==> src/rtl/psum_adder_pipe.sv <==
// Three-stage partial-sum adder: product reduction, psum/bias/accumulator select,
// then round, saturate and optional ReLU, with valid/ready flow control.
module psum_adder_pipe #(
    parameter int NUM_IN        = 3,
    parameter int INTERNAL_BITS = 32,
    parameter int DATA_BITS     = 16,
    parameter int SHIFT         = 0
) (
    input  logic                            clk,
    input  logic                            rst,
    input  logic                            in_valid,
    output logic                            in_ready,
    input  logic [NUM_IN*INTERNAL_BITS-1:0] data_in,
    input  logic [INTERNAL_BITS-1:0]        psum,
    input  logic [DATA_BITS-1:0]            bias,
    input  logic [1:0]                      mode,
    input  logic                            relu_en,
    output logic                            out_valid,
    input  logic                            out_ready,
    output logic [INTERNAL_BITS-1:0]        result,
    output logic [DATA_BITS-1:0]            result_q,
    output logic                            sat
);

    localparam int W  = INTERNAL_BITS;
    localparam int EW = INTERNAL_BITS + 1;

    // Half-LSB rounding constant; collapses to zero when SHIFT is zero.
    localparam logic signed [EW-1:0] RND_C  = ({{(EW-1){1'b0}}, 1'b1} << SHIFT) >> 1;
    localparam logic signed [EW-1:0] QMAX_C = {{(EW-DATA_BITS+1){1'b0}}, {(DATA_BITS-1){1'b1}}};
    localparam logic signed [EW-1:0] QMIN_C = {{(EW-DATA_BITS+1){1'b1}}, {(DATA_BITS-1){1'b0}}};

    // Returns {sat, q}: sat reflects clamping before ReLU is applied.
    function automatic logic [DATA_BITS:0] quantise(input logic [W-1:0] val, input logic relu);
        logic signed [EW-1:0] rnd_s;
        logic signed [EW-1:0] shf_s;
        logic [DATA_BITS-1:0] q_s;
        logic                 sat_s;
        rnd_s = $signed({val[W-1], val}) + RND_C;
        shf_s = rnd_s >>> SHIFT;
        if (shf_s > QMAX_C) begin
            q_s   = QMAX_C[DATA_BITS-1:0];
            sat_s = 1'b1;
        end else if (shf_s < QMIN_C) begin
            q_s   = QMIN_C[DATA_BITS-1:0];
            sat_s = 1'b1;
        end else begin
            q_s   = shf_s[DATA_BITS-1:0];
            sat_s = 1'b0;
        end
        q_s = (relu && q_s[DATA_BITS-1]) ? {DATA_BITS{1'b0}} : q_s;
        return {sat_s, q_s};
    endfunction

    logic                 s1_valid_r;
    logic [W-1:0]         s1_sum_r;
    logic [W-1:0]         s1_psum_r;
    logic [W-1:0]         s1_bias_r;
    logic [1:0]           s1_mode_r;
    logic                 s1_relu_r;
    logic                 s2_valid_r;
    logic [W-1:0]         s2_res_r;
    logic                 s2_relu_r;
    logic [W-1:0]         acc_r;
    logic                 s3_valid_r;

    logic                 s1_en_s;
    logic                 s2_en_s;
    logic                 s3_en_s;
    logic [W-1:0]         tree_sum_s;
    logic [W-1:0]         s2_next_s;
    logic [DATA_BITS:0]   quant_s;

    // A stage may load when it is empty or its content is moving on this edge.
    assign s3_en_s   = ~s3_valid_r | out_ready;
    assign s2_en_s   = ~s2_valid_r | s3_en_s;
    assign s1_en_s   = ~s1_valid_r | s2_en_s;
    assign in_ready  = s1_en_s;
    assign out_valid = s3_valid_r;

    // Reduction of the product inputs; wraps modulo 2^W.
    always_comb begin
        tree_sum_s = {W{1'b0}};
        for (int i = 0; i < NUM_IN; i++) begin
            tree_sum_s = tree_sum_s + data_in[i*W +: W];
        end
    end

    // Mode select for the second stage.
    always_comb begin
        s2_next_s = s1_sum_r;
        case (s1_mode_r)
            2'b00:   s2_next_s = s1_sum_r;
            2'b01:   s2_next_s = s1_sum_r + s1_psum_r;
            2'b10:   s2_next_s = s1_sum_r + s1_psum_r + s1_bias_r;
            2'b11:   s2_next_s = s1_sum_r + acc_r;
            default: s2_next_s = s1_sum_r;
        endcase
    end

    // Quantisation of the stage-two result feeding the output register.
    always_comb begin
        quant_s = quantise(s2_res_r, s2_relu_r);
    end

    // Stage one: capture the reduced sum and side operands.
    always_ff @(posedge clk) begin
        if (rst) begin
            s1_valid_r <= 1'b0;
            s1_sum_r   <= {W{1'b0}};
            s1_psum_r  <= {W{1'b0}};
            s1_bias_r  <= {W{1'b0}};
            s1_mode_r  <= 2'b00;
            s1_relu_r  <= 1'b0;
        end else if (s1_en_s) begin
            s1_valid_r <= in_valid;
            if (in_valid) begin
                s1_sum_r  <= tree_sum_s;
                s1_psum_r <= psum;
                s1_bias_r <= W'($signed(bias));
                s1_mode_r <= mode;
                s1_relu_r <= relu_en;
            end
        end
    end

    // Stage two: the accumulator follows every real load so mode 11 chains in order.
    always_ff @(posedge clk) begin
        if (rst) begin
            s2_valid_r <= 1'b0;
            s2_res_r   <= {W{1'b0}};
            s2_relu_r  <= 1'b0;
            acc_r      <= {W{1'b0}};
        end else if (s2_en_s) begin
            s2_valid_r <= s1_valid_r;
            if (s1_valid_r) begin
                s2_res_r  <= s2_next_s;
                s2_relu_r <= s1_relu_r;
                acc_r     <= s2_next_s;
            end
        end
    end

    // Stage three: registered outputs, held while downstream stalls.
    always_ff @(posedge clk) begin
        if (rst) begin
            s3_valid_r <= 1'b0;
            result     <= {W{1'b0}};
            result_q   <= {DATA_BITS{1'b0}};
            sat        <= 1'b0;
        end else if (s3_en_s) begin
            s3_valid_r <= s2_valid_r;
            if (s2_valid_r) begin
                result   <= s2_res_r;
                result_q <= quant_s[DATA_BITS-1:0];
                sat      <= quant_s[DATA_BITS];
            end
        end
    end

endmodule

==> config.mk <==
export PLATFORM = sky130hd
export DESIGN_NAME = psum_adder_pipe
export DESIGN_NICKNAME = d
export VERILOG_FILES = /design/src/rtl/psum_adder_pipe.sv
export SDC_FILE = /design/constraint.sdc
export NUM_CORES = 1
export LEC_CHECK = 0
export CAP_MARGIN = 5
export CELL_PAD_IN_SITES_DETAIL_PLACEMENT = 1
export CELL_PAD_IN_SITES_GLOBAL_PLACEMENT = 1
export CORE_MARGIN = 1
export CORE_UTILIZATION = 41
export DETAILED_ROUTE_END_ITERATION = 6
export PLACE_DENSITY_LB_ADDON = 0.12
export SYNTH_ARGS = -nofsm -noshare
export SYNTH_HDL_FRONTEND = slang
export SYNTH_SLANG_ARGS = --single-unit
==> constraint.sdc <==
create_clock -name clk -period 6.05 [get_ports clk]
set_input_delay 1.815 -clock clk [delete_from_list [all_inputs] [get_ports clk]]
set_output_delay 1.815 -clock clk [all_outputs]
set_load 0.005 [all_outputs]
==> impl_metrics.yaml, run 1 <==
placed_design:
  io_buffers: 201
  gp_congestion: 0.929
  hpwlAfterDp_mm: 33.0
final_layout:
  finalNetCount: 2172
  multiInputGateArea_um2: 9670
  diodes: 0
  final_util: 0.507
  area_delta_synth_final_pct: 22.0
  drive_gt1_frac: 0.0540
  fillers: 3974
  regArea_um2: 3360
  final_cell_mix: "328 x nand2_1, 246 x a21oi_1, 200 x clkdlybuf4s50_1"
  final_common_cell: "nand2_1"
cts:
  cts_setup_buffers: 0
  cts_max_path_buffers: 2
  cts_made_buffers: 17
  cts_root_buffer: "clkbuf_16"
  cts_hold_buf: 0
  clkLatencyLatePin_ns: 0.45
  cts_tree: "yes"
  cts.sinks: 168
  clkTransAtPathRegs_ns: 0.08
  h-tree-depth: 4
  post_cts_resized: 0
yosys:
  yosysTopAreaCell: "dfxtp_1"
  ys_types: 89
  netlist.area_leader.share: 0.249
  synth-xor-area-share: 0.0672
  synth-main-ff-cell: "dfxtp_1"
  synth.yosys.seq_area_share: 0.249
  synth_mux_area_frac: 0.0321
  synth.avg_cell_area_um2: 7.97
  async_flop_share: 0
  yosys_warnings: 0
  synth_nets: 2012
  synth_compound_area_frac: 0.263
  syn_area_um2: 13500
  synth_area_leaders: "dfxtp_1 25%, ha_1 12%, nand2_1 9.1%, a21oi_1 9.1%, fa_1 5.2%"
  synth_simple_gate_area_frac: 0.181
  synth_adder_area_share: 0.170
  synth_top_family_by_area: "compound AO/OA/AOI/OAI gates"
  ys_ff_latch: 168
  syn-instance-count: 1698
  synth_edf_count: 0
power:
  vdd_drop_max_mv: 0.166
  power_mw: 4.04
  powerDensity_nw_per_um2: 245
  p_leak_nw: 6.84
floorplan:
  std_cell_rows: 66
  die_h_um: 184
  start_util: 0.416
  die_x_um: 184
  boundaryPins: 202
  dieArea_um2: 33700
  core_area_um2: 32500
timing:
  hold_violations: 0
  post-route-period-util: 0.876
  min_period_ns: 5.30
  rsz0062_at_grt: "no"
  fin_skew_ns: 0.0109
  slew_violations: 0
  slew_headroom: 0.341
  setup_viol: 0
  fmax_ghz: 0.189
  fin_setup_tns_ns: 0
  tightest_slew_ns: 0.985
grt:
  track_usage: 0.249
  grt_antenna_before_repair: 0
  grt_max_degree: 73
  grt_pass1_wl_mm: 67.1
  overflow: 0
  grt_pass1_vias: 13013
detailed_routing:
  wl_mm: 41.4
  wl_per_cell_um: 17.9
  ant_nets: 0
  vias: 12919
  viasPerCell: 5.59
  drt_iter0_markers: 650
  firstDrtPassIters: 4
  drc_errors: 0
critical_path:
  crit_type: "flip-flop to flip-flop"
  startpoint_type: "flip-flop"
  worst-path-max-fanout: 6
  cp.arrival_ns: 5.64
  end_kind: "flip-flop"
  cp.required_ns: 6.38
worst_hold_path:
  hold_class: "flip-flop to flip-flop"
run_status:
  status: "complete, no violations"
run:
  max_cap_violations: 0
-- cells in the mapped netlist (13+ instances only) --
cell	n
mux4_2	16
xnor2_1	68
nand4_1	20
nand2b_1	14
nand3_1	20
fa_1	35
a211oi_1	19
nor3_1	23
and3_1	16
o21ai_0	85
nor2_1	79
xor2_1	34
inv_1	35
clkbuf_1	62
a21oi_1	246
o211ai_1	17
a21o_1	59
dfxtp_1	168
a31oi_1	18
nand2_1	329
ha_1	128
o21a_1	13
-- cell families after synthesis --
family | after synthesis
AO/OA/AOI/OAI | 568
AND/OR/NAND/NOR | 557
flip-flops | 168
adder cells (fa/ha/maj) | 163
buffers and inverters | 116
XOR/XNOR | 103
multiplexers | 23
-- sequential cells by signal, indices dropped and copies added, names as in the netlist --
name,cells
s2_relu_r,1
s1_sum_r,32
s2_valid_r,1
s1_relu_r,1
result,32
s1_bias_r,16
sat,1
result_q,16
s1_psum_r,32
out_valid,1
s1_mode_r,2
s1_valid_r,1
acc_r,32
-- per-layer routing --
metal	GRT usage	share of wire	vias up
met3	0.0428	0.047	29
met4	0.0497	0.011	0
li1	-	-	6452
met2	0.411	0.46	275
met1	0.341	0.49	6163
met5	0	0	-
-- report_power, final --
part	switching, mW	internal [mW]	total (mW)
sequential	0.126	1.19	1.31
clock	0.510	0.648	1.16
combinational	0.866	0.699	1.57
total	1.50	2.54	4.04
-- path summary, 6_finish.rpt --
check	startpoint	end	slack, ns	depth (start not counted)
min	result_q[12]$_SDFFE_PP0P_	result_q[12]$_SDFFE_PP0P_	0.45	2
max	s1_sum_r[0]$_SDFFE_PP0P_	acc_r[28]$_SDFFE_PP0P_	0.75	20
max reg2reg	s1_sum_r[0]$_SDFFE_PP0P_	acc_r[28]$_SDFFE_PP0P_	0.75	20
min reg2reg	result_q[12]$_SDFFE_PP0P_	result_q[12]$_SDFFE_PP0P_	0.45	2
-- layout make-up --
cell class,count,area share
multi-input combinational,1414,0.586
clock inverter,12,0.00948
clock buffer,20,0.0277
inverter,38,0.00864
sequential,168,0.204
timing repair buffer,219,0.131
tap,442,0.0335
-- through the flow --
stage	setup slack [ns]	hold WS, ns	instance area [um^2]	std cells
after global routing	0.293	0.469	16500	2313
after global placement	0.490	0.441	15900	2280
after detailed placement	0.346	0.446	15900	2280
final	0.749	0.451	16500	2313
after floorplan	1.39	0.432	13500	1698
after CTS	0.805	0.455	16500	2312
-- critical path: stages (launching register included) --
cell	delay (ns)
dfxtp_1	0.38
ha_1	0.26
fa_1	0.42
a211oi_1	0.30
nor2_2	0.10
o22ai_2	0.25
nor2_1	0.11
o21a_1	0.18
o21ai_0	0.27
nand2b_1	0.11
xor2_1	0.24
ha_1	0.35
and3_1	0.25
a211o_1	0.33
a221oi_1	0.38
o211a_1	0.29
nor3_1	0.09
nor2_1	0.13
xnor2_1	0.07
mux4_2	0.45
a22o_1	0.18
Note: power is estimated with default switching activity, not from simulation.
==> run 2, diff against run 1 <==
Settings changed: SETUP_SLACK_MARGIN set to 0.1, TNS_END_PERCENT set to 10.
==> results of run 2 <==
Final layout, timing and power as in run 1 (identical DEF).
==> RTL change 1, RTL diff (settings of run 2) <==
Reset style: asynchronous (`rst`), changed in 3 clocked blocks.
--- a/src/rtl/psum_adder_pipe.sv
+++ b/src/rtl/psum_adder_pipe.sv
@@ -105,5 +105,5 @@
 
     // Stage one: capture the reduced sum and side operands.
-    always_ff @(posedge clk) begin
+    always_ff @(posedge clk or posedge rst) begin
         if (rst) begin
             s1_valid_r <= 1'b0;
@@ -126,5 +126,5 @@
 
     // Stage two: the accumulator follows every real load so mode 11 chains in order.
-    always_ff @(posedge clk) begin
+    always_ff @(posedge clk or posedge rst) begin
         if (rst) begin
             s2_valid_r <= 1'b0;
@@ -143,5 +143,5 @@
 
     // Stage three: registered outputs, held while downstream stalls.
-    always_ff @(posedge clk) begin
+    always_ff @(posedge clk or posedge rst) begin
         if (rst) begin
             s3_valid_r <= 1'b0;
Check against the original RTL: differs if rst is asserted again (counterexample within 4 cycles, from zero or initial values and one cycle with rst high); with rst held inactive, the same outputs for 4 cycles.
==> RTL change 1 against run 2 <==
  * Global-route usage decreased by 1.7 points
  * Area after synthesis increased by 1.5%
  * Sequential cell count unchanged
  * Register-to-register slack improved by 0.16 ns
  * Cell area increased by 2.0%
  * Fmax increased by 2.1%
  * Clock skew about the same
  * Die area increased by 1.5%
  * Routed wire length decreased by 8.2%
  * Worst setup slack improved by 0.11 ns
  * Critical endpoint is now s1_sum_r[31]$_DFFE_PP0P_
Power is not compared: it rests on default switching activity, and its combinational part moved more than twofold at a synthesized area within 25%.
==> RTL change 1: results <==
metrics = {
    "setup_path": {
        "rr_worst_depth": 20,
        "r2r_slack_ns": 0.91,
        "slowest_stage": "or4b_1",
        "cp_slowest_stage_delay_ns": 0.52,
        "critPathMaxFanout": 4,
        "critical_path_arrival_ns": 5.52,
        "cp-endpoint": "s1_sum_r[31]$_DFFE_PP0P_",
        "worstSetupStartpoint": "data_in[1]",
        "r2r-end": "acc_r[30]$_DFFE_PP0P_",
        "timing.rr.start": "s1_sum_r[1]$_DFFE_PP0P_",
    },
    "route": {
        "drtIter0Drc": 640,
        "wire_per_inst_um": 18.2,
        "vias_per_cell": 5.59,
        "dr.pass1.iters": 5,
        "wirelength_mm": 38.0,
    },
    "grt": {
        "antenna_found_initial": 1,
        "first_global_vias": 12000,
        "track_usage": 0.233,
        "grt_max_degree": 100,
        "grt_pass1_wl_mm": 62.9,
    },
    "placed_design": {
        "placed_cell_area_um2": 16200,
        "place.gp.congestion": 0.883,
        "dp_hpwl_mm": 30.3,
        "dp_cells": 2054,
        "place_ws_ns": 0.355,
    },
    "synthesis": {
        "synth_seq_area_share": 0.306,
        "synth_area_leaders": "dfrtp_1 31%, ha_1 12%, mux2_2 7.4%, fa_1 5.1%, xnor2_1 5.0%",
        "ys_types": 75,
        "synthArstFlopShare": 1.00,
        "synthCells": 1446,
        "yosys_most_used_dff": "dfrtp_1",
        "yosysWarnings": 0,
        "syn-num-nets": 1760,
        "synthTopCellsByCount": "168 x dfrtp_1, 166 x nand2_1, 128 x ha_1, 114 x a21oi_1, 104 x o21ai_0",
    },
    "run_status": {
        "outcome": "finished, final reports clean",
    },
    "timing": {
        "timing.fmax_mhz": 193,
        "fin_hold_ws_ns": 0.478,
        "fin_skew_ns": 0.0105,
        "relSlewSlack": 0.277,
    },
    "hold_path": {
        "whs_endpoint": "result_q[0]$_DFFE_PP0P_",
        "hp-start": "result_q[0]$_DFFE_PP0P_",
        "whs_path_depth": 2,
        "hold_path_class": "register to register",
    },
    "cells_and_area": {
        "drive_gt1_frac": 0.0985,
        "nets": 1945,
    },
    "clocking": {
        "cts_made_buffers": 17,
        "post_cts_resized": 0,
        "htreeDepth": 4,
    },
}
RTL change 1: cell count changes after synthesis, moves of 7 or more:
| cell | change |
|---|---|
| xnor2_1 | +10 |
| clkbuf_1 | -30 |
| dfrtp_1 | +168 |
| o211ai_1 | -7 |
| and3_1 | -8 |
| nand2_1 | -163 |
| a21oi_1 | -132 |
| o31ai_1 | +7 |
| dfxtp_1 | -168 |
| mux2_2 | +87 |
| nor2_1 | +10 |
| o21ai_0 | +19 |
| or3_1 | -7 |
| a21o_1 | -8 |
RTL change 1: area by class of cell:
| type | count | area, um2 |
|---|---|---|
| multi-input combinational | 1199 | 9250 |
| tap | 442 | 553 |
| inverter | 36 | 139 |
| clock inverter | 12 | 140 |
| sequential | 168 | 4200 |
| fill | 3707 | 16000 |
| clock buffer | 20 | 447 |
| timing repair buffer | 209 | 2100 |
RTL change 1: power by group:
part | internal [W] | total, W | switching (W)
clock | 0.000625 | 0.00113 | 0.000502
combinational | 0.00303 | 0.00649 | 0.00346
sequential | 0.00152 | 0.00200 | 0.000481
RTL change 1: routing by layer:
layer,track usage,vias up,wire length (um)
li1,-,5696,-
met1,0.331,5674,18800
met2,0.362,255,16500
met3,0.0383,38,1970
met4,0.0701,2,682
met5,0,-,12
RTL change 1: cell families (layout without fill, tap and decap cells):
family	after synthesis	after routing	synth area share
fa+ha+maj	163	163	0.168
buf+inv	79	277	0.0216
simple gates	378	378	0.124
flops	168	168	0.306
compound gates	433	433	0.204
xor+xnor	113	113	0.0720
mux	112	112	0.104
RTL change 1: worst reg2reg max path, delay by kind of cell, from the launching register on:
family          cells  cell delay [ns]
xor+xnor            1             0.25
fa+ha+maj           2             0.71
flops               1             0.51
compound gates     12             3.01
simple gates        5             0.59
==> RTL change 2, RTL diff (settings of run 2) <==
Made on the original files. Set the parameter `DATA_BITS` to 32 (it was 16).
--- a/src/rtl/psum_adder_pipe.sv
+++ b/src/rtl/psum_adder_pipe.sv
@@ -4,5 +4,5 @@
     parameter int NUM_IN        = 3,
     parameter int INTERNAL_BITS = 32,
-    parameter int DATA_BITS     = 16,
+    parameter int DATA_BITS     = 32,
     parameter int SHIFT         = 0
 ) (
Ports: changed (resized bias and result_q); port bits go from 202 to 234. No check against the original RTL was run, so the function may have changed too.
==> RTL change 2 against run 2 <==
  * Cell area increased by 9.2%
  * Routed wire length grew 12%
  * Sequential cell count rose by 32
  * Largest cell class unchanged
  * Global-route usage grew 0.97 points
  * Worst setup slack got worse by 0.20 ns
  * Power grew 8.4%
  * Highest routed layer unchanged
  * Sequential power up 16%
  * Fmax decreased by 3.6%
  * Worst hold slack improved by 0.0071 ns
  * Sequential share of layout area is 1.8 points higher
  * Area after synthesis increased by 7.8%
==> RTL change 2: results <==
metrics = {
    "setup_path": {
        "timing.rr.start": "s1_psum_r[0]$_SDFFE_PP0P_",
        "r2r-end": "acc_r[31]$_SDFFE_PP0P_",
        "critical_path_arrival_ns": 5.84,
        "rr_worst_depth": 23,
        "critPathMaxFanout": 3,
        "r2r_slack_ns": 0.55,
    },
    "route": {
        "dr_wl_met3_mm": 2.22,
        "wire_per_inst_um": 18.6,
        "dr_wl_met2_mm": 20.9,
        "met1Wirelength_mm": 22.4,
        "drtIter0Drc": 772,
        "top_layer": "met4",
        "dr.pass1.iters": 5,
        "route.vias.total": 14200,
    },
    "synthesis": {
        "synth_top_area_frac": 0.275,
        "synthTopCellsByCount": "346 x nand2_1, 242 x a21oi_1, 200 x dfxtp_1, 125 x ha_1, 118 x nor2_1",
        "synth_area_leaders": "dfxtp_1 27%, ha_1 11%, nand2_1 8.9%, a21oi_1 8.3%, fa_1 4.8%",
        "synth-compound-area-share": 0.260,
        "ys_types": 71,
        "yosysWarnings": 0,
        "syn-num-nets": 2163,
        "synth_mux_area_frac": 0.0310,
        "synth_adder_area_share": 0.155,
        "synth_seq_area_share": 0.275,
        "synth-xor-area-share": 0.0592,
    },
    "cells_and_area": {
        "fill_cells": 4201,
        "drive_gt1_frac": 0.0508,
        "nets": 2360,
    },
    "grt": {
        "track_usage": 0.259,
        "grt_max_degree": 75,
        "antenna_found_initial": 0,
        "grt_pass1_wl_mm": 75.0,
    },
    "hold_path": {
        "whs_endpoint": "result[30]$_SDFFE_PP0P_",
        "hp-start": "result[30]$_SDFFE_PP0P_",
    },
    "run_status": {
        "outcome": "finished, final reports clean",
    },
    "placed_design": {
        "io_buffers": 233,
        "dp_hpwl_mm": 37.0,
        "place.gp.congestion": 0.888,
    },
    "power_and_ir_drop": {
        "ir_worst_vdd_mv": 0.121,
        "p_sw_w": 0.00164,
        "p_leak_nw": 7.54,
    },
    "clocking": {
        "post-cts-setup-buffers": 0,
    },
    "timing": {
        "fin_skew_ns": 0.0136,
        "fin_hold_ws_ns": 0.459,
        "slew_violations": 0,
        "worst_slew_pin_slew_ns": 1.07,
    },
}
[RTL change 2: per-layer routing]
layer  up-vias  track usage
met3        61       0.0427
met1      6772        0.352
met4         0       0.0652
met2       342        0.424
li1       6976            -
met5         -            0
[RTL change 2: kinds of logic after synthesis]
kind of cell / after synthesis
and+or+nand+nor: 625
AOI/OAI and AO/OA: 595
xor gates and xnor gates: 97
DFF: 200
muxes: 25
buffers and inverters: 134
adders and majority gates: 160
[RTL change 2: worst max-delay path by stage]
stage               slack [ns]                      start                        end  cells past startpoint
floorplan                 1.19   s1_sum_r[0]$_SDFFE_PP0P_     acc_r[31]$_SDFFE_PP0P_                     22
global placement          0.51                 data_in[2]  s1_sum_r[26]$_SDFFE_PP0P_                     13
detailed placement        0.43                 data_in[1]  s1_sum_r[19]$_SDFFE_PP0P_                     16
global route              0.15   s1_sum_r[1]$_SDFFE_PP0P_     acc_r[28]$_SDFFE_PP0P_                     21
CTS                       0.59   s1_sum_r[0]$_SDFFE_PP0P_     acc_r[31]$_SDFFE_PP0P_                     23
finish                    0.55  s1_psum_r[0]$_SDFFE_PP0P_     acc_r[31]$_SDFFE_PP0P_                     23
[RTL change 2: metrics by stage]
step / std cells / util / instance area (um2) / setup WS (ns)
4_1_cts: 2501 / 0.518 / 18000 / 0.590
5_1_grt: 2501 / 0.518 / 18000 / 0.154
3_5_place_dp: 2469 / 0.501 / 17400 / 0.427
6_report: 2501 / 0.518 / 18000 / 0.549
2_1_floorplan: 1836 / - / 14600 / 1.19
3_3_place_gp: 2469 / 0.501 / 17400 / 0.509
[RTL change 2: critical path, stage by stage (launching register included)]
cell and delay (ns):
dfxtp_1 0.36, ha_1 0.23, inv_1 0.07, fa_1 0.41
nor2b_1 0.14, o21ai_0 0.12, a21o_1 0.22, a21oi_1 0.27
a31oi_1 0.20, o31ai_1 0.29, buf_4 0.17, nand2_1 0.06
xnor2_1 0.27, ha_1 0.31, a21o_1 0.18, a21o_1 0.18
a21o_1 0.19, a21o_1 0.18, a21oi_1 0.16, o21ai_2 0.13
a211o_1 0.30, a21oi_1 0.15, xnor3_1 0.45, a221o_1 0.35
[RTL change 2: area by class of cell]
cell class	count	area share
multi-input combinational	1502	0.561
inverter	47	0.00979
timing repair buffer	265	0.143
tap	455	0.0316
clock buffer	19	0.0251
sequential	200	0.222
clock inverter	13	0.00743
[RTL change 2: power by group through the flow]
stage               logic (W)  registers, W  clock network [W]
floorplan             0.00117       0.00148                  0
global placement      0.00159       0.00155                  0
detailed placement    0.00165       0.00155                  0
CTS                   0.00166       0.00152            0.00121
global route          0.00186       0.00153            0.00126
finish                0.00167       0.00152            0.00118
